## src/rtl/ws2812_line_decoder.sv

```systemverilog
// WS2812 serial line decoder: measures high-pulse widths on the synchronized line and assembles GRB pixels.
// Define WS2812_DECODER_STATS_EN to build the saturating frame_count/err_count statistics counters.
module ws2812_line_decoder #(
    parameter int MAX_POS           = 109,
    parameter int BIT_THRESHOLD_CLK = 30,
    parameter int MIN_HIGH_CLK      = 8,
    parameter int MAX_HIGH_CLK      = 50,
    parameter int RESET_CLK_CNT     = 2500
) (
    input  logic        clk,
    input  logic        rst_n,
    input  logic        leds_line,
    output logic        pixel_valid,
    output logic [23:0] pixel_grb,
    output logic [6:0]  pixel_index,
    output logic        frame_done,
    output logic [7:0]  frame_pixels,
    output logic        err,
    output logic [15:0] frame_count,
    output logic [7:0]  err_count
);
    // state  | meaning
    // RESYNC | line not trusted; waiting for a full reset-length low period
    // IDLE   | between frames, line low, waiting for the first high of a frame
    // HIGH   | measuring a high pulse to classify the bit
    // LOW    | measuring the low gap; a long enough gap ends the frame
    localparam logic [1:0] S_RESYNC = 2'd0;
    localparam logic [1:0] S_IDLE   = 2'd1;
    localparam logic [1:0] S_HIGH   = 2'd2;
    localparam logic [1:0] S_LOW    = 2'd3;

    localparam int HW = $clog2(MAX_HIGH_CLK + 1);
    localparam int LW = $clog2(RESET_CLK_CNT + 1);
    localparam int PW = $clog2(MAX_POS + 2);

    localparam logic [HW-1:0] HIGH_MIN  = HW'(MIN_HIGH_CLK);
    localparam logic [HW-1:0] HIGH_THR  = HW'(BIT_THRESHOLD_CLK);
    localparam logic [HW-1:0] HIGH_LAST = HW'(MAX_HIGH_CLK - 1);
    localparam logic [LW-1:0] LOW_LAST  = LW'(RESET_CLK_CNT - 1);
    localparam logic [PW-1:0] POS_LAST  = PW'(MAX_POS);

    logic [1:0]    sync_q;
    logic          line_s;
    logic [1:0]    state_q, state_d;
    logic [LW-1:0] low_cnt_q, low_cnt_d;
    logic [HW-1:0] high_cnt_q, high_cnt_d;
    logic [4:0]    bit_cnt_q, bit_cnt_d;
    logic [22:0]   shift_q, shift_d;
    logic [PW-1:0] pix_cnt_q, pix_cnt_d;
    logic          pixel_valid_q, pixel_valid_d;
    logic [23:0]   pixel_grb_q, pixel_grb_d;
    logic [6:0]    pixel_index_q, pixel_index_d;
    logic          frame_done_q, frame_done_d;
    logic [7:0]    frame_pixels_q, frame_pixels_d;
    logic          err_q, err_d;
    logic          bit_val;

    assign line_s = sync_q[1];

    always_comb begin
        state_d        = state_q;
        low_cnt_d      = low_cnt_q;
        high_cnt_d     = high_cnt_q;
        bit_cnt_d      = bit_cnt_q;
        shift_d        = shift_q;
        pix_cnt_d      = pix_cnt_q;
        pixel_valid_d  = 1'b0;
        pixel_grb_d    = pixel_grb_q;
        pixel_index_d  = pixel_index_q;
        frame_done_d   = 1'b0;
        frame_pixels_d = frame_pixels_q;
        err_d          = 1'b0;
        bit_val        = 1'b0;

        case (state_q)
            S_RESYNC: begin
                if (line_s) begin
                    low_cnt_d = '0;
                end else if (low_cnt_q == LOW_LAST) begin
                    low_cnt_d = '0;
                    state_d   = S_IDLE;
                end else begin
                    low_cnt_d = low_cnt_q + LW'(1);
                end
            end

            S_IDLE: begin
                bit_cnt_d = '0;
                shift_d   = '0;
                pix_cnt_d = '0;
                if (line_s) begin
                    high_cnt_d = HW'(1);
                    state_d    = S_HIGH;
                end
            end

            S_HIGH: begin
                if (line_s) begin
                    if (high_cnt_q == HIGH_LAST) begin
                        err_d     = 1'b1;
                        low_cnt_d = '0;
                        state_d   = S_RESYNC;
                    end else begin
                        high_cnt_d = high_cnt_q + HW'(1);
                    end
                end else if (high_cnt_q < HIGH_MIN) begin
                    err_d     = 1'b1;
                    low_cnt_d = '0;
                    state_d   = S_RESYNC;
                end else begin
                    bit_val   = (high_cnt_q >= HIGH_THR);
                    low_cnt_d = LW'(1);
                    state_d   = S_LOW;
                    // Pixels past the end of the strip are consumed but never strobed.
                    if (bit_cnt_q == 5'd23) begin
                        bit_cnt_d = '0;
                        shift_d   = '0;
                        if (pix_cnt_q <= POS_LAST) begin
                            pixel_valid_d = 1'b1;
                            pixel_grb_d   = {shift_q, bit_val};
                            pixel_index_d = 7'(pix_cnt_q);
                            pix_cnt_d     = pix_cnt_q + PW'(1);
                        end
                    end else begin
                        bit_cnt_d = bit_cnt_q + 5'd1;
                        shift_d   = {shift_q[21:0], bit_val};
                    end
                end
            end

            default: begin
                if (line_s) begin
                    high_cnt_d = HW'(1);
                    state_d    = S_HIGH;
                end else if (low_cnt_q == LOW_LAST) begin
                    frame_done_d   = 1'b1;
                    frame_pixels_d = 8'(pix_cnt_q);
                    err_d          = (bit_cnt_q != 5'd0);
                    low_cnt_d      = '0;
                    state_d        = S_IDLE;
                end else begin
                    low_cnt_d = low_cnt_q + LW'(1);
                end
            end
        endcase
    end

    always_ff @(posedge clk) begin
        if (!rst_n) begin
            sync_q         <= 2'b00;
            state_q        <= S_RESYNC;
            low_cnt_q      <= '0;
            high_cnt_q     <= '0;
            bit_cnt_q      <= '0;
            shift_q        <= '0;
            pix_cnt_q      <= '0;
            pixel_valid_q  <= 1'b0;
            pixel_grb_q    <= '0;
            pixel_index_q  <= '0;
            frame_done_q   <= 1'b0;
            frame_pixels_q <= '0;
            err_q          <= 1'b0;
        end else begin
            sync_q         <= {sync_q[0], leds_line};
            state_q        <= state_d;
            low_cnt_q      <= low_cnt_d;
            high_cnt_q     <= high_cnt_d;
            bit_cnt_q      <= bit_cnt_d;
            shift_q        <= shift_d;
            pix_cnt_q      <= pix_cnt_d;
            pixel_valid_q  <= pixel_valid_d;
            pixel_grb_q    <= pixel_grb_d;
            pixel_index_q  <= pixel_index_d;
            frame_done_q   <= frame_done_d;
            frame_pixels_q <= frame_pixels_d;
            err_q          <= err_d;
        end
    end

    assign pixel_valid  = pixel_valid_q;
    assign pixel_grb    = pixel_grb_q;
    assign pixel_index  = pixel_index_q;
    assign frame_done   = frame_done_q;
    assign frame_pixels = frame_pixels_q;
    assign err          = err_q;

`ifdef WS2812_DECODER_STATS_EN
    logic [15:0] frame_count_q;
    logic [7:0]  err_count_q;

    // Counted from the next-state strobes so the totals line up with the strobe outputs.
    always_ff @(posedge clk) begin
        if (!rst_n) begin
            frame_count_q <= '0;
            err_count_q   <= '0;
        end else begin
            if (frame_done_d && (frame_count_q != 16'hFFFF)) begin
                frame_count_q <= frame_count_q + 16'd1;
            end
            if (err_d && (err_count_q != 8'hFF)) begin
                err_count_q <= err_count_q + 8'd1;
            end
        end
    end

    assign frame_count = frame_count_q;
    assign err_count   = err_count_q;
`else
    assign frame_count = 16'd0;
    assign err_count   = 8'd0;
`endif

endmodule

```

## config.mk

```make
export PLATFORM = sky130hd
export DESIGN_NAME = ws2812_line_decoder
export DESIGN_NICKNAME = d
export VERILOG_FILES = /design/src/rtl/ws2812_line_decoder.sv
export SDC_FILE = /design/constraint.sdc
export NUM_CORES = 1
export LEC_CHECK = 0
export ABC_AREA = 1
export BUFFER_PORTS_ARGS = -buffer_cell sky130_fd_sc_hd__buf_2
export CORE_MARGIN = 1
export CORE_UTILIZATION = 57
export DETAILED_ROUTE_END_ITERATION = 12
export PLACE_DENSITY_LB_ADDON = 0.05
export SLEW_MARGIN = 20
export SYNTH_ARGS = -nofsm -noshare
export SYNTH_HDL_FRONTEND = slang
export SYNTH_SLANG_ARGS = --single-unit
```

## constraint.sdc

```tcl
create_clock -name clk -period 2.3 [get_ports clk]
set_clock_uncertainty 0.2 [all_clocks]
set_input_delay 0.23 -clock clk [delete_from_list [all_inputs] [get_ports clk]]
set_output_delay 0.23 -clock clk [all_outputs]
set_load 0.05 [all_outputs]
```

==> run metrics <==
Max-Slew Margin vs Limit 64.0%; Buf+Inv Stages, Crit Path 2; # nets final 679; Max Cap Violations 0; num ports 69; Area contributors post-synth dfxtp_1, nor2_1, o21ai_0; Die Height 90.8 µm; cell leakage power 0.00219 µW; Mapped Avg Cell Area 7.24 µm²; async set-reset flop share out of synthesis 0%; Total GRT Usage 22.7%; Mapped Area 4490 µm²; Period minus WS final 2.11 ns; Fillers 735; delay of the slowest cell on the worst path 0.48 ns; Setup Viol. Count Final 0; layout cells sized above 1 13.9%; sequential area share after synthesis 43.7%; Max Clk Rate 474 MHz; Syn-to-layout area delta 10.8%; vias in the first global route 3,475; count leader, synth nor2_1; CTS Buf Count 9; antenna fix cells 0; Worst path slowest cell dfxtp_1; clk slew on worst S/H paths 0.10 ns; CTS tree done; Synth Warn # 0; worst slew pin tran 0.539 ns; Die Wd 90.8 µm; post-synth top area cell dfxtp_1; setup_tns 0 ns; area of the multi-input gates 2090 µm²; status completed; Vias 3,916; HPWL Detailed 6410 µm; Max IR drop VDD 0.352 mV; IO buf count 43; Main synth FF type dfxtp_1; first-pass GRT wire length 15,300 µm; Clock Latency Late Sink 0.37 ns; max-slew violations 0; Initial Utilization 58.4%; Routed WL 9110 µm; Worst EP required 2.35 ns; Reg2Reg Depth 10; crit share post-route 91.8%; EDFF count, synth 0; DR iter-0 viols 314; crit end category flip-flop; vias per cell 5.07; Crit path arrival time 2.16 ns; largest net degree at the start of global routing 38; Root Driver clkbuf_8; die area 8240 µm²; global placement routability congestion 0.875; Post-Synthesis Cells 620; Critical Path Source state_q[1]$_SDFFE_PN0P_; ratio of total power to cell area 609 nW/µm²; hold crit path type reg -> reg; Worst Setup EP low_cnt_q[6]$_SDFFE_PN0P_; Fin. Hold Viols 0; crit-path max FO 8; synth cell count leaders nor2_1, dfxtp_1, nand2_1, o21ai_0, inv_1; CTS HTree Levels 3; post-route ant nets 0; CP dominant cell by count nand2_1; CTS sink cnt 98; unrepaired setup endpoints after global routing no; Clock Path Buffers 2; initial antenna violation count 0; post-CTS setup buffers 0; Core Util, Final 64.7%; share of Yosys cell area claimed by the top area cell type 43.7%; critical path, cell by cell ha_2 -> inv_2 -> nand2_2 -> nand2_1 -> o21ai_2 -> nand2_2 -> inv_1 -> nand2_1 -> nand2_1 -> nor2_1; Worst Setup Path Type reg -> reg; first-pass iteration count of the detailed router 5; CORE AREA 7690 µm²; CP top delay family simple AND/OR/NAND/NOR gates; Reg-to-Reg Start state_q[1]$_SDFFE_PN0P_; R2R Setup Slk 0.19 ns; wire length per cell 11.8 µm; register area 1960 µm²; Startpoint Class flip-flop; Site Rows 32; Yosys cell types 35; synthesis-stage register bit count 98; global route overflow 0; drc violations 0; CP Depth 10; RR Endpoint low_cnt_q[6]$_SDFFE_PN0P_
worst reg2reg max path, delay by kind of cell (launching register included):
kind	cells	cell delay, ns
and+or+nand+nor	6	0.59
buffers and inverters	2	0.29
DFF	1	0.48
adders and majority gates	1	0.33
AOI/OAI and AO/OA	1	0.12
worst min-delay path by stage:
stage	startpoint	to	slack, ns	depth (start not counted)
2_1_floorplan	leds_line	sync_q[0]$_SDFF_PN0_	0.13	2
3_3_place_gp	leds_line	sync_q[0]$_SDFF_PN0_	0.22	3
3_5_place_dp	sync_q[0]$_SDFF_PN0_	sync_q[1]$_SDFF_PN0_	0.21	2
4_1_cts	sync_q[0]$_SDFF_PN0_	sync_q[1]$_SDFF_PN0_	0.24	2
5_1_grt	sync_q[0]$_SDFF_PN0_	sync_q[1]$_SDFF_PN0_	0.26	2
6_report	sync_q[0]$_SDFF_PN0_	sync_q[1]$_SDFF_PN0_	0.23	2
registers in the layout, summed over array words and instances, names as in the netlist, 5 cells and up:
register      cells
bit_cnt_q         5
frame_pixels      7
high_cnt_q        6
low_cnt_q        12
pix_cnt_q         7
pixel_grb        24
pixel_index       7
shift_q          23
cell usage in the layout (no fill, tap or decap), drive strengths merged:
cell	n
a21oi	53
and3	1
buf	57
clkbuf	10
clkinv	2
conb	25
dfxtp	98
dlygate4sd3	2
ha	11
inv	65
nand2	90
nand3	25
nand3b	1
nand4	5
nor2	130
nor3	9
nor4	1
o21a	1
o21ai	72
o21bai	4
o22ai	1
xnor2	1
xor2	6
per-stage QoR:
stage	setup slack (ns)	hold WS, ns	total power, µW	cell area, µm²	instances
finish	0.189	0.232	3030	4970	772
global route	0.0585	0.255	3140	4970	772
CTS	0.0934	0.237	3050	4960	772
global placement	0.232	0.217	1970	4750	754
floorplan	0.444	0.128	1980	4580	644
detailed placement	0.110	0.214	1970	4750	754
cell families after synthesis:
kind of cell / Yosys count / share of synthesized area [%]
AND/OR/NAND/NOR: 262 / 24.7
other: 1 / 0.0835
flip-flops: 98 / 43.7
buffers and inverters: 110 / 11.9
AO/OA/AOI/OAI: 131 / 15.2
XOR/XNOR: 7 / 1.37
adder cells (fa/ha/maj): 11 / 3.06
timing repair:
| item | 4_1_cts | 5_1_grt |
|---|---|---|
| resized for setup | 0 | 4 |
| setup endpoints to repair | 0 | 30 |
| hold endpoints to repair | 3 | 0 |
| hold buffers | 2 | 0 |
area by class of cell:
class / instances / share of cell area [%]
timing repair buffer: 59 / 7.34
multi-input combinational: 436 / 42.1
inverter: 61 / 4.65
clock buffer: 10 / 2.77
tap: 102 / 2.57
sequential: 98 / 39.5
clock inverter: 6 / 1.11
per-layer routing:
metal  part of all wire [%]  GRT usage [%]
met2                     48           39.0
met3                    3.9           4.21
met4                    1.1           7.53
met1                     47           28.6
met5                      0              0
where the power goes:
part	leakage, µW	switching [µW]	internal (µW)	total, µW
registers	0.000791	11.1	1710	1720
clock network	0.0000998	639	447	1090
logic	0.00130	180	44.1	224
total	0.00219	831	2200	3030
No activity file was read; power rests on OpenSTA's default activity.
